**src/rtl/mac_kern_sched_pkg.sv**
```systemverilog
// Shared types for the conv MAC kernel scheduler.
// MAC_SCHED_PAD_EN selects same-size zero padding for 3x3 jobs.
package mac_kern_sched_pkg;

  typedef enum logic [1:0] {
    S_IDLE  = 2'd0,
    S_ISSUE = 2'd1,
    S_DRAIN = 2'd2,
    S_DONE  = 2'd3
  } state_e;

  typedef enum logic {
    PAD_NONE = 1'b0,
    PAD_ZERO = 1'b1
  } pad_e;

  localparam int NUM_TAPS = 9;

`ifdef MAC_SCHED_PAD_EN
  localparam bit PAD_EN = 1'b1;
`else
  localparam bit PAD_EN = 1'b0;
`endif

  // Kernel row of a 3x3 tap index (t/3).
  function automatic logic [1:0] tap_ky(input logic [3:0] t);
    if (t >= 4'd6)      return 2'd2;
    else if (t >= 4'd3) return 2'd1;
    else                return 2'd0;
  endfunction

endpackage

```
**src/rtl/mac_kern_sched_tap_addr_gen.sv**
```systemverilog
// Maps (oy, ox, tap) to a row-major feature address plus pad flag, registered
// so the address lines up with the feature buffer read enable.
module tap_addr_gen
  import mac_kern_sched_pkg::*;
#(
  parameter int DIM_W  = 8,
  parameter int ADDR_W = 2 * DIM_W,
  parameter int TAP_W  = 4
) (
  input  logic              clk,
  input  logic              rstn,
  input  logic              en_i,
  input  logic              is_conv3x3_i,
  input  logic [DIM_W-1:0]  oy_i,
  input  logic [DIM_W-1:0]  ox_i,
  input  logic [TAP_W-1:0]  tap_i,
  input  logic [DIM_W-1:0]  height_i,
  input  logic [DIM_W-1:0]  width_i,
  output logic [ADDR_W-1:0] addr_o,
  output logic              pad_o
);

  logic [3:0]        t4, ky4;
  logic [1:0]        ky, kx;
  logic [DIM_W+1:0]  ry, rx;
  pad_e              pad_d, pad_q;
  logic [ADDR_W-1:0] addr_d, addr_q;

  // Two guard bits: the MSB flags a -1 row/col, the next holds oy+2.
  always_comb begin
    t4    = 4'(tap_i);
    ky    = tap_ky(t4);
    ky4   = {2'b00, ky};
    kx    = 2'(t4 - (ky4 << 1) - ky4);
    ry    = {2'b00, oy_i} + {{DIM_W{1'b0}}, ky};
    rx    = {2'b00, ox_i} + {{DIM_W{1'b0}}, kx};
    pad_d = PAD_NONE;
    if (PAD_EN && is_conv3x3_i) begin
      ry    = ry - (DIM_W+2)'(1);
      rx    = rx - (DIM_W+2)'(1);
      pad_d = pad_e'(ry[DIM_W+1] | rx[DIM_W+1] |
                     (ry >= {2'b00, height_i}) | (rx >= {2'b00, width_i}));
    end
    addr_d = (pad_d == PAD_ZERO) ? '0
           : ADDR_W'(ry) * ADDR_W'(width_i) + ADDR_W'(rx);
  end

  always_ff @(posedge clk) begin
    if (!rstn) begin
      addr_q <= '0;
      pad_q  <= PAD_NONE;
    end else if (en_i) begin
      addr_q <= addr_d;
      pad_q  <= pad_d;
    end else begin
      addr_q <= '0;
      pad_q  <= PAD_NONE;
    end
  end

  assign addr_o = addr_q;
  assign pad_o  = (pad_q == PAD_ZERO);

endmodule

```
**src/rtl/mac_kern_sched.sv**
```systemverilog
// Job scheduler for the conv MAC kernel: issues one feature/weight beat per cycle
// and counts kernel results to detect completion. Padding via MAC_SCHED_PAD_EN.
module mac_kern_sched
  import mac_kern_sched_pkg::*;
#(
  parameter int DIM_W  = 8,
  parameter int ADDR_W = 2 * DIM_W,
  parameter int TAP_W  = 4
) (
  input  logic              clk,
  input  logic              rstn,
  input  logic              start_i,
  input  logic              is_conv3x3_i,
  input  logic [DIM_W-1:0]  height_i,
  input  logic [DIM_W-1:0]  width_i,
  input  logic              hold_i,
  output logic              fbuf_rd_o,
  output logic [ADDR_W-1:0] fbuf_addr_o,
  output logic [TAP_W-1:0]  wbuf_addr_o,
  output logic              pad_o,
  output logic              mac_vld_o,
  output logic              mac_is_conv3x3_o,
  input  logic              acc_vld_i,
  output logic              busy_o,
  output logic              done_o,
  output logic              cfg_err_o
);

  state_e            state_q;
  logic              conv3_q, mode_q, busy_q, done_q, cfg_err_q, pad_q;
  logic [DIM_W-1:0]  h_q, w_q, oh_q, ow_q, oy_q, ox_q;
  logic [TAP_W-1:0]  t_q, wtap_q;
  logic [ADDR_W-1:0] acc_cnt_q, acc_cnt_d, total;
  logic [1:0]        vld_pipe_q;

  logic cfg_bad, issue, last_tap, last_pix, gen_pad;

  always_comb begin
    cfg_bad   = (height_i == '0) || (width_i == '0) ||
                (is_conv3x3_i && !PAD_EN &&
                 ((height_i < DIM_W'(3)) || (width_i < DIM_W'(3))));
    // A hold only stalls before tap 0; a started pixel always runs out.
    issue     = (state_q == S_ISSUE) && !((t_q == '0) && hold_i);
    last_tap  = (t_q == (conv3_q ? TAP_W'(NUM_TAPS-1) : '0));
    last_pix  = (oy_q == oh_q - DIM_W'(1)) && (ox_q == ow_q - DIM_W'(1));
    total     = ADDR_W'(oh_q) * ADDR_W'(ow_q);
    acc_cnt_d = acc_cnt_q + ADDR_W'(acc_vld_i);
  end

  tap_addr_gen #(.DIM_W(DIM_W), .ADDR_W(ADDR_W), .TAP_W(TAP_W)) u_tap_addr_gen (
    .clk          (clk),
    .rstn         (rstn),
    .en_i         (issue),
    .is_conv3x3_i (conv3_q),
    .oy_i         (oy_q),
    .ox_i         (ox_q),
    .tap_i        (t_q),
    .height_i     (h_q),
    .width_i      (w_q),
    .addr_o       (fbuf_addr_o),
    .pad_o        (gen_pad)
  );

  always_ff @(posedge clk) begin
    if (!rstn) begin
      state_q    <= S_IDLE;
      conv3_q    <= 1'b0;
      mode_q     <= 1'b0;
      busy_q     <= 1'b0;
      done_q     <= 1'b0;
      cfg_err_q  <= 1'b0;
      pad_q      <= 1'b0;
      h_q        <= '0;
      w_q        <= '0;
      oh_q       <= '0;
      ow_q       <= '0;
      oy_q       <= '0;
      ox_q       <= '0;
      t_q        <= '0;
      wtap_q     <= '0;
      acc_cnt_q  <= '0;
      vld_pipe_q <= '0;
    end else begin
      cfg_err_q  <= 1'b0;
      done_q     <= 1'b0;
      vld_pipe_q <= {vld_pipe_q[0], issue};
      pad_q      <= gen_pad;
      wtap_q     <= issue ? t_q : '0;
      case (state_q)
        S_IDLE: begin
          if (start_i) begin
            if (cfg_bad) begin
              cfg_err_q <= 1'b1;
            end else begin
              state_q   <= S_ISSUE;
              conv3_q   <= is_conv3x3_i;
              mode_q    <= is_conv3x3_i;
              busy_q    <= 1'b1;
              h_q       <= height_i;
              w_q       <= width_i;
              oh_q      <= (is_conv3x3_i && !PAD_EN) ? height_i - DIM_W'(2) : height_i;
              ow_q      <= (is_conv3x3_i && !PAD_EN) ? width_i - DIM_W'(2) : width_i;
              oy_q      <= '0;
              ox_q      <= '0;
              t_q       <= '0;
              acc_cnt_q <= '0;
            end
          end
        end
        S_ISSUE: begin
          acc_cnt_q <= acc_cnt_d;
          if (issue) begin
            if (last_tap) begin
              t_q <= '0;
              if (last_pix) begin
                state_q <= S_DRAIN;
              end else if (ox_q == ow_q - DIM_W'(1)) begin
                ox_q <= '0;
                oy_q <= oy_q + DIM_W'(1);
              end else begin
                ox_q <= ox_q + DIM_W'(1);
              end
            end else begin
              t_q <= t_q + TAP_W'(1);
            end
          end
        end
        S_DRAIN: begin
          acc_cnt_q <= acc_cnt_d;
          if (acc_cnt_d == total) begin
            state_q <= S_DONE;
            done_q  <= 1'b1;
          end
        end
        S_DONE: begin
          state_q <= S_IDLE;
          busy_q  <= 1'b0;
          mode_q  <= 1'b0;
        end
        default: state_q <= S_IDLE;
      endcase
    end
  end

  assign fbuf_rd_o        = vld_pipe_q[0];
  assign mac_vld_o        = vld_pipe_q[1];
  assign wbuf_addr_o      = wtap_q;
  assign pad_o            = pad_q;
  assign mac_is_conv3x3_o = mode_q;
  assign busy_o           = busy_q;
  assign done_o           = done_q;
  assign cfg_err_o        = cfg_err_q;

endmodule

```
**config.mk**
```make
export PLATFORM = sky130hd
export DESIGN_NAME = mac_kern_sched
export DESIGN_NICKNAME = d
export VERILOG_FILES = /design/src/rtl/mac_kern_sched_pkg.sv /design/src/rtl/mac_kern_sched_tap_addr_gen.sv /design/src/rtl/mac_kern_sched.sv
export SDC_FILE = /design/constraint.sdc
export NUM_CORES = 1
export LEC_CHECK = 0
export BUFFER_PORTS_ARGS = -buffer_cell sky130_fd_sc_hd__buf_2
export CORE_ASPECT_RATIO = 1.25
export CORE_MARGIN = 4
export CORE_UTILIZATION = 50
export CTS_CLUSTER_DIAMETER = 150
export DETAILED_ROUTE_END_ITERATION = 8
export PLACE_DENSITY = 0.77
export SLEW_MARGIN = 25
export SYNTH_ARGS = -nofsm -noshare
export SYNTH_HDL_FRONTEND = slang
export SYNTH_SLANG_ARGS = --single-unit
export TNS_END_PERCENT = 5
```
**constraint.sdc**
```tcl
create_clock -name clk -period 8.5 [get_ports clk]
set_input_delay 0.85 -clock clk [delete_from_list [all_inputs] [get_ports clk]]
set_output_delay 0.85 -clock clk [all_outputs]
set_load 0.005 [all_outputs]
```
### After elaboration in Yosys (flattened, before gate mapping)

Index checks and enable logic that the tools add are counted.

| storage, ports and cells | value |
|---|---|
| bits of input ports | 22 |
| word-level logic and storage cells | 117 |
| bits in registers | 89 |
| output and inout port bits | 27 |

| operators by class | value |
|---|---|
| equal/unequal tests | 15 |
| multiply operators | 2 |
| bitwise operators | 1 |
| reductions and logical operators | 26 |
| mux-type cells | 40 |
| add/subtract/negate cells | 13 |
| order comparisons | 4 |

Operator list:

| cell | count |
|---|---|
| two-way mux 8 bit | 12 |
| two-way mux 16 bit | 2 |
| one-hot mux 16 bit (2 select lines) | 1 |
| one-hot mux 8 bit (2 select lines) | 2 |
| two-way mux 4 bit | 5 |
| adder 8 x 2 -> 9 bit | 2 |
| adder 16 x 1 -> 16 bit | 1 |
| adder 16 x 10 -> 16 bit | 1 |
| adder 8 x 1 -> 8 bit, second input constant | 2 |
| == test 16 bit | 1 |
| == test 8 bit | 2 |
| logical NOT 8 bit | 2 |
| less-than comparator 8 x 2 -> 1 bit, second input constant | 2 |
| multiplier 10 x 8 -> 16 bit | 1 |
| multiplier 8 x 8 -> 16 bit | 1 |
| subtractor 8 x 1 -> 8 bit, second input constant | 2 |
| subtractor 8 x 2 -> 8 bit, second input constant | 2 |
| two-way mux 2 bit | 7 |
| != test 2 bit, second input constant | 7 |
| AND reduction 3 bit | 4 |
| AND reduction 6 bit | 2 |
| one-hot mux 2 bit (4 select lines) | 1 |
| one-hot mux 4 bit (2 select lines) | 1 |
| two-way mux 1 bit | 7 |
| 20 further kinds | 31 |

### Longest topological paths before layout

Gate-level depths: netlist (run 1).

| depth | value |
|---|---|
| depth in word-level cells | 7 |
| gate-level depth with buffers | 30 |
| mapped depth without buffers | 30 |

### By module

A second synthesis (run 1) with hierarchy kept.

| second synthesis, totals | value |
|---|---|
| cells, all modules | 1208 |
| area total of the unflattened synthesis | 9978.3 µm² |

Modules (own cells, without submodules):

| module | cells an instance | area each (µm²) | instances | seq. area each (µm²) |
|---|---|---|---|---|
| mac_kern_sched | 852 | 6769.0 | 1 | 1601.5 |
| tap_addr_gen | 356 | 3209.3 | 1 | 320.3 |

### Worst setup path before layout (run 1)

OpenSTA, ideal clock, no wires.

| timing | value |
|---|---|
| path kind | register -> register |
| start | reg t_q[0] |
| end | reg u_tap_addr_gen.addr_q[15] (netlist: u_tap_addr_gen.addr_o[15]) |
| data required time | 8.380 ns |
| arrival time | 5.669 ns |
| stages on the path, launching flop included | 28 |
| clock period less this slack | 5.789 ns |
| slack | 2.711 ns |
| setup time | 0.120 ns |
| buffers on the path | 0 |
| cell sequence | dfxtp_1 inv_1 ha_1 o21ai_0 nand2b_1 nor2_1 ha_1 inv_1 fa_1 nor2_1 nand2_1 xnor2_1 nand2_1 fa_1 inv_1 fa_1 inv_1 fa_1 fa_1 inv_1 ha_1 o21ai_0 a21oi_1 o21ai_0 a211oi_1 o211ai_1 nand3_1 nor3b_1 |

| on the way | value |
|---|---|
| word-level cells in the longest chain between the ends | 7 |
| elaborated cells between the ends (all ways) | 15 |
| those cells by class | add/sub (5); mul (1); order compare (2); mux (2); reduce/logical (5) |

RTL lines:

| element | line | RTL |
|---|---|---|
| start, declared | mac_kern_sched.sv:32 | `logic [TAP_W-1:0] t_q, wtap_q;` |
| start signal, assigned | mac_kern_sched.sv:124 | `t_q <= t_q + TAP_W'(1);` |
| parallel branches: the longest is 7 deep, another holds multiplier 10 x 8 -> 16 bit | -- |  |
| end signal, assigned | mac_kern_sched_tap_addr_gen.sv:53 | `addr_q <= addr_d;` |
| end, declared | mac_kern_sched_tap_addr_gen.sv:27 | `logic [ADDR_W-1:0] addr_d, addr_q;` |

Several ways; the timed one is not identified.
A chain may end at the register's enable or synchronous reset.

### Worst setup path in the final report (run 1)

Ends and elaborated chain as after synthesis.

==> results of run 1 <==
[kinds of logic (layout without fill, tap and decap cells)]
kind of cell | Yosys count | count (layout) | share of synthesized area
AO/OA/AOI/OAI | 148 | 148 | 0.100
XOR/XNOR | 91 | 91 | 0.0866
adder cells (fa/ha/maj) | 180 | 180 | 0.301
buffers and inverters | 206 | 219 | 0.0816
flip-flops | 88 | 88 | 0.182
multiplexers | 14 | 14 | 0.0146
other | 1 | 1 | 0.000387
AND/OR/NAND/NOR | 442 | 442 | 0.234
[worst paths after layout]
kind,start,end,slack (ns)
max,t_q[0],u_tap_addr_gen.addr_o[15],1.84
min,vld_pipe_q[0],vld_pipe_q[1],0.45
max reg2reg,t_q[0],u_tap_addr_gen.addr_o[15],1.84
min reg2reg,vld_pipe_q[0],vld_pipe_q[1],0.45
[report_power, final]
group	leakage, nW	total [mW]	switching (mW)	internal (mW)
clock	0.147	0.410	0.201	0.208
combinational	3.96	0.720	0.434	0.286
sequential	0.715	0.545	0.0974	0.448
[layout make-up]
type                       count  area, um2  share of cell area
inverter                     155        582              0.0565
timing repair buffer          48        243              0.0236
tap                          232        290              0.0282
clock buffer                   9        225              0.0219
sequential                    88       1760               0.171
multi-input combinational    876       7130               0.692
clock inverter                 7       68.8             0.00668
[synth_stat cells (8+ instances only)]
master,instances
clkbuf_1,44
nor3b_1,8
nand2b_1,14
fa_1,88
or3_1,17
nor3_1,32
dfxtp_1,88
nand3_1,24
nor2_1,79
o21a_1,8
and3_1,11
inv_1,154
mux2i_1,13
a211oi_1,16
ha_1,91
nand2_1,123
a21oi_1,42
a21o_1,11
and2_1,65
nor2b_1,26
xor2_1,30
nand4_1,12
o21ai_0,27
xnor2_1,58
[routing by layer]
| metal | vias up | track usage | part of all wire |
|---|---|---|---|
| li1 | 3835 | - | - |
| met1 | 3799 | 0.240 | 0.40 |
| met2 | 147 | 0.405 | 0.54 |
| met3 | 47 | 0.0388 | 0.033 |
| met4 | 2 | 0.0747 | 0.025 |
| met5 | - | 0 | 0.00060 |
[metrics by stage]
stage                     setup WS, ns  total power [mW]  cell area (um2)  hold slack [ns]   util
after floorplan                   2.71              1.09             9680            0.436      -
after global placement            2.06              1.26            10000            0.438  0.529
after detailed placement          1.87              1.27            10000            0.441  0.529
after CTS                         1.82              1.69            10300            0.457  0.545
after global routing              1.29              1.81            10300            0.474  0.545
final                             1.84              1.68            10300            0.454  0.545
[registers in the layout, indices dropped and copies added (netlist names)]
signal                 flops
oh_q                       8
t_q                        4
ox_q                       8
busy_o                     1
u_tap_addr_gen.addr_o     16
state_q                    2
oy_q                       8
wbuf_addr_o                4
vld_pipe_q                 2
w_q                        8
done_o                     1
conv3_q                    1
acc_cnt_q                 16
cfg_err_o                  1
mac_is_conv3x3_o           1
ow_q                       7
[layout by cell type (no fill, tap or decap), drive strengths merged, types with 42 or more instances in the layout]
cell   synthesis  routed
a21oi         42      42
and2          66      66
buf            6      48
dfxtp         88      88
fa            88      88
ha            91      91
inv          155     161
nand2        123     123
nor2          79      79
xnor2         58      58
[worst max-delay path, delay by kind of cell, from the launching register on]
family          cells  cell delay, ns
xor+xnor            1            0.50
flops               1            0.37
buf+inv             4            0.31
simple gates        7            0.99
compound gates      7            1.42
fa+ha+maj           8            2.93
==> flow_summary.yaml, run 1 <==
outcome:
  status: "finished clean"
global_route:
  grt_pass1_vias: 8075
  overflow: 0
  grt_pass1_wl_mm: 37.9
  antenna_found_initial: 1
  grt_start_max_net_pins: 46
  grt.total_usage: 0.214
floorplanning:
  row_count: 56
  core_area_mm2: 0.0189
  io_pins: 49
  die_x_um: 132
  die_y_um: 164
  initial_utilization: 0.512
  die_area_mm2: 0.0217
route:
  ant_nets: 0
  drcViolationCount: 0
  drt_wl_total_mm: 21.8
  wl_per_cell_um: 15.4
  num_vias: 7830
  drtIter0Drc: 401
  drt-vias-per-instance: 5.53
  drt_pre_antenna_iters: 5
sta:
  period_needed_ns: 6.66
  min_period_over_period: 0.783
  slew_violations: 0
  skew_ns: 0.00991
  timing.setup.tns_ns: 0
  worstMarginPinSlew_ns: 0.889
  rsz0062_at_grt: "false"
  setup_viol: 0
  hold_viol_final: 0
  max_freq_mhz: 150
  max_slew_margin: 0.407
clocking:
  cts_made_buffers: 9
  clk_path_buf_depth: 2
  cts.htree.levels: 3
  hold_buffers: 0
  root_buffer: "clkbuf_16"
  cts_sinks: 88
  postCtsSetupBuffers: 0
  clk_latency_ns: 0.37
  clk_pin_slew_ns: 0.07
  cts_resized: 0
  cts_tree: "yes"
yosys:
  netlist_area_mm2: 0.00968
  syn_nets: 1371
  synth_area_leaders: "dfxtp_1 18%, fa_1 18%, ha_1 12%"
  synth_ff_type: "dfxtp_1"
  synth_cell_types: 68
  synth-async-reset-ratio: 0
  yosys_warnings: 0
  ys_ff_latch: 88
  synth-seq-area-share: 0.182
  synth_top_area_frac: 0.182
  netlist_instances: 1170
  avgSynthCellArea_um2: 8.27
  synth.largest_area_cell: "dfxtp_1"
  synth_edf_count: 0
setup_path:
  critPathSlowestCell: "fa_1"
  critPathCaptureType: "register"
  worstSetupPathType: "reg -> reg"
  r2r_cells: 27
  crit_required_ns: 8.73
  crit_top_cell: "fa_1"
  cp-start-kind: "register"
  path_max_fanout: 8
  crit_path_max_incr_delay_ns: 0.53
  arrival_ns: 6.88
placement:
  dp_hpwl_mm: 17.4
  placedCellCount: 1399
  gp_congestion: 0.885
  port_buffers: 47
pwr:
  ir_drop_v: 0.0000855
  p_leak_nw: 4.82
  powerDensity_mw_per_mm2: 163
hold_path:
  hp-class: "reg -> reg"
  whs_path_depth: 1
cells_and_area:
  antennaDiodeCount: 0
  nNetsFinal: 1379
  fillers: 1731
  area_delta_synth_final_pct: 6.41
  drive_gt1_frac: 0.0676
  instances_no_fill: 1415
job:
  cap_violations: 0
No activity file was read; power rests on OpenSTA's default activity.
==> run 2, diff against run 1 <==
==> constraint.sdc (replaced) <==
create_clock -name clk -period 6.8 [get_ports clk]
set_input_delay 0.68 -clock clk [delete_from_list [all_inputs] [get_ports clk]]
set_output_delay 0.68 -clock clk [all_outputs]
set_load 0.005 [all_outputs]
==> run 2 against run 1 <==
  * Maximum frequency rose by 5.0%
  * Combinational power rose by 25%
  * Register-to-register slack got worse by 1.4 ns
  * Sequential cell count did not move
  * Clock power rose by 30%
  * Critical path depth rose by 2
  * Worst hold slack improved by 0.011 ns
  * Largest cell class unchanged
==> flow_summary.yaml, run 2 (synthesis results as in run 1) <==
outcome:
  status: "finished clean"
sta:
  hold_viol_final: 0
  setup_ws_ns: 0.461
  max_slew_margin: 0.408
  skew_ns: 0.0120
  timing.setup.tns_ns: 0
  period_needed_ns: 6.34
  worstMarginPinSlew_ns: 0.887
  setup_viol: 0
  min_period_over_period: 0.932
  slew_violations: 0
  max_freq_mhz: 158
job:
  cap_violations: 0
setup_path:
  cp-start-kind: "register"
  path_buf_inv: 6
  r2r_slack_ns: 0.46
  r2r_start: "t_q[0]"
  crit_path_max_incr_delay_ns: 0.59
  critPathCaptureType: "register"
  worstSetupPathType: "reg -> reg"
  timing.rr.end: "u_tap_addr_gen.addr_o[14]"
  cp_top_family: "adder cells"
  crit_top_cell: "inv_1"
  arrival_ns: 6.63
  critPathSlowestCell: "fa_1"
  r2r_cells: 29
  crit_required_ns: 7.09
  path_max_fanout: 8
floorplanning:
  core_area_mm2: 0.0189
  initial_utilization: 0.512
  io_pins: 49
  die_y_um: 164
  row_count: 56
  die_area_mm2: 0.0217
  die_x_um: 132
hold_path:
  hp-class: "reg -> reg"
  hold_end: "vld_pipe_q[1]"
  whs_path_depth: 1
  hp-start: "vld_pipe_q[0]"
route:
  num_vias: 7864
  wl_per_cell_um: 15.3
  drt-vias-per-instance: 5.55
  drcViolationCount: 0
  dr_wl_met3_um: 656
  wl_met1_mm: 8.98
  ant_nets: 0
  drt_wl_total_mm: 21.7
  wl_met2_mm: 11.5
  top_layer_used: "met5"
  drtIter0Drc: 369
  drt_pre_antenna_iters: 4
cells_and_area:
  nNetsFinal: 1381
  layout_common_cells: "154 x inv_1, 123 x nand2_1, 91 x ha_1, 88 x fa_1, 88 x dfxtp_1"
  antennaDiodeCount: 0
  drive_gt1_frac: 0.0726
  area_delta_synth_final_pct: 6.89
  final_area_mm2: 0.0103
  final_common_cell: "inv_1"
  fillers: 1734
clocking:
  clk_latency_ns: 0.36
  root_buffer: "clkbuf_16"
  cts_made_buffers: 9
  hold_buffers: 0
  cts_sinks: 88
  cts.htree.levels: 3
  postCtsSetupBuffers: 0
  cts_tree: "yes"
  clk_pin_slew_ns: 0.07
  clk_path_buf_depth: 2
pwr:
  powerDensity_mw_per_mm2: 204
  p_leak_nw: 4.84
  ir_drop_v: 0.000166
placement:
  gp_congestion: 0.870
  dp_hpwl_mm: 17.1
  dpl_cell_area_mm2: 0.0100
  pre_cts_slack_ns: 0.184
  port_buffers: 47
global_route:
  overflow: 0
  grt_pass1_wl_mm: 37.7
  grt_pass1_vias: 8037
  grt_start_max_net_pins: 46
  antenna_found_initial: 1
  grt.total_usage: 0.211
-- run 2: through the flow --
| stage | total power [mW] | util | instances | hold WS, ns |
|---|---|---|---|---|
| finish | 2.11 | 0.547 | 1417 | 0.465 |
| global route | 2.28 | 0.547 | 1417 | 0.484 |
| CTS | 2.13 | 0.546 | 1417 | 0.465 |
| detailed placement | 1.59 | 0.530 | 1401 | 0.451 |
| global placement | 1.57 | 0.530 | 1401 | 0.439 |
| floorplan | 1.36 | - | 1170 | 0.436 |
-- run 2: metal layers --
metal / vias up / GRT usage
li1: 3843 / -
met1: 3835 / 0.245
met2: 145 / 0.395
met3: 39 / 0.0299
met4: 2 / 0.0728
met5: - / 0
-- run 2: report_power, final --
group          total [mW]  leakage (nW)  internal [mW]  switching [mW]
registers           0.682         0.715          0.560           0.123
logic               0.899          3.98          0.358           0.541
clock network       0.531         0.152          0.293           0.238
total                2.11          4.84           1.21           0.902
-- run 2: area by class of cell --
type / count / area [um2] / area share
clock inverter: 7 / 82.6 / 0.00798
timing repair buffer: 50 / 258 / 0.0249
clock buffer: 9 / 225 / 0.0218
multi-input combinational: 876 / 7150 / 0.691
sequential: 88 / 1760 / 0.170
tap: 232 / 290 / 0.0281
inverter: 155 / 582 / 0.0562
-- run 2: what timing repair did --
action / in CTS / in global routing
setup endpoints to repair: 0 / 4
resized for setup: 0 / 6
hold endpoints to repair: 0 / 0
-- run 2: worst max-delay path by stage --
stage / slack, ns / end / from / depth (start not counted)
2_1_floorplan: 1.01 / u_tap_addr_gen.addr_o[15] / t_q[0] / 27
3_3_place_gp: 0.36 / u_tap_addr_gen.addr_o[15] / t_q[0] / 27
3_5_place_dp: 0.18 / u_tap_addr_gen.addr_o[15] / t_q[0] / 27
4_1_cts: 0.14 / u_tap_addr_gen.addr_o[15] / t_q[0] / 27
5_1_grt: -0.007 / u_tap_addr_gen.addr_o[15] / t_q[0] / 28
6_report: 0.46 / u_tap_addr_gen.addr_o[14] / t_q[0] / 29
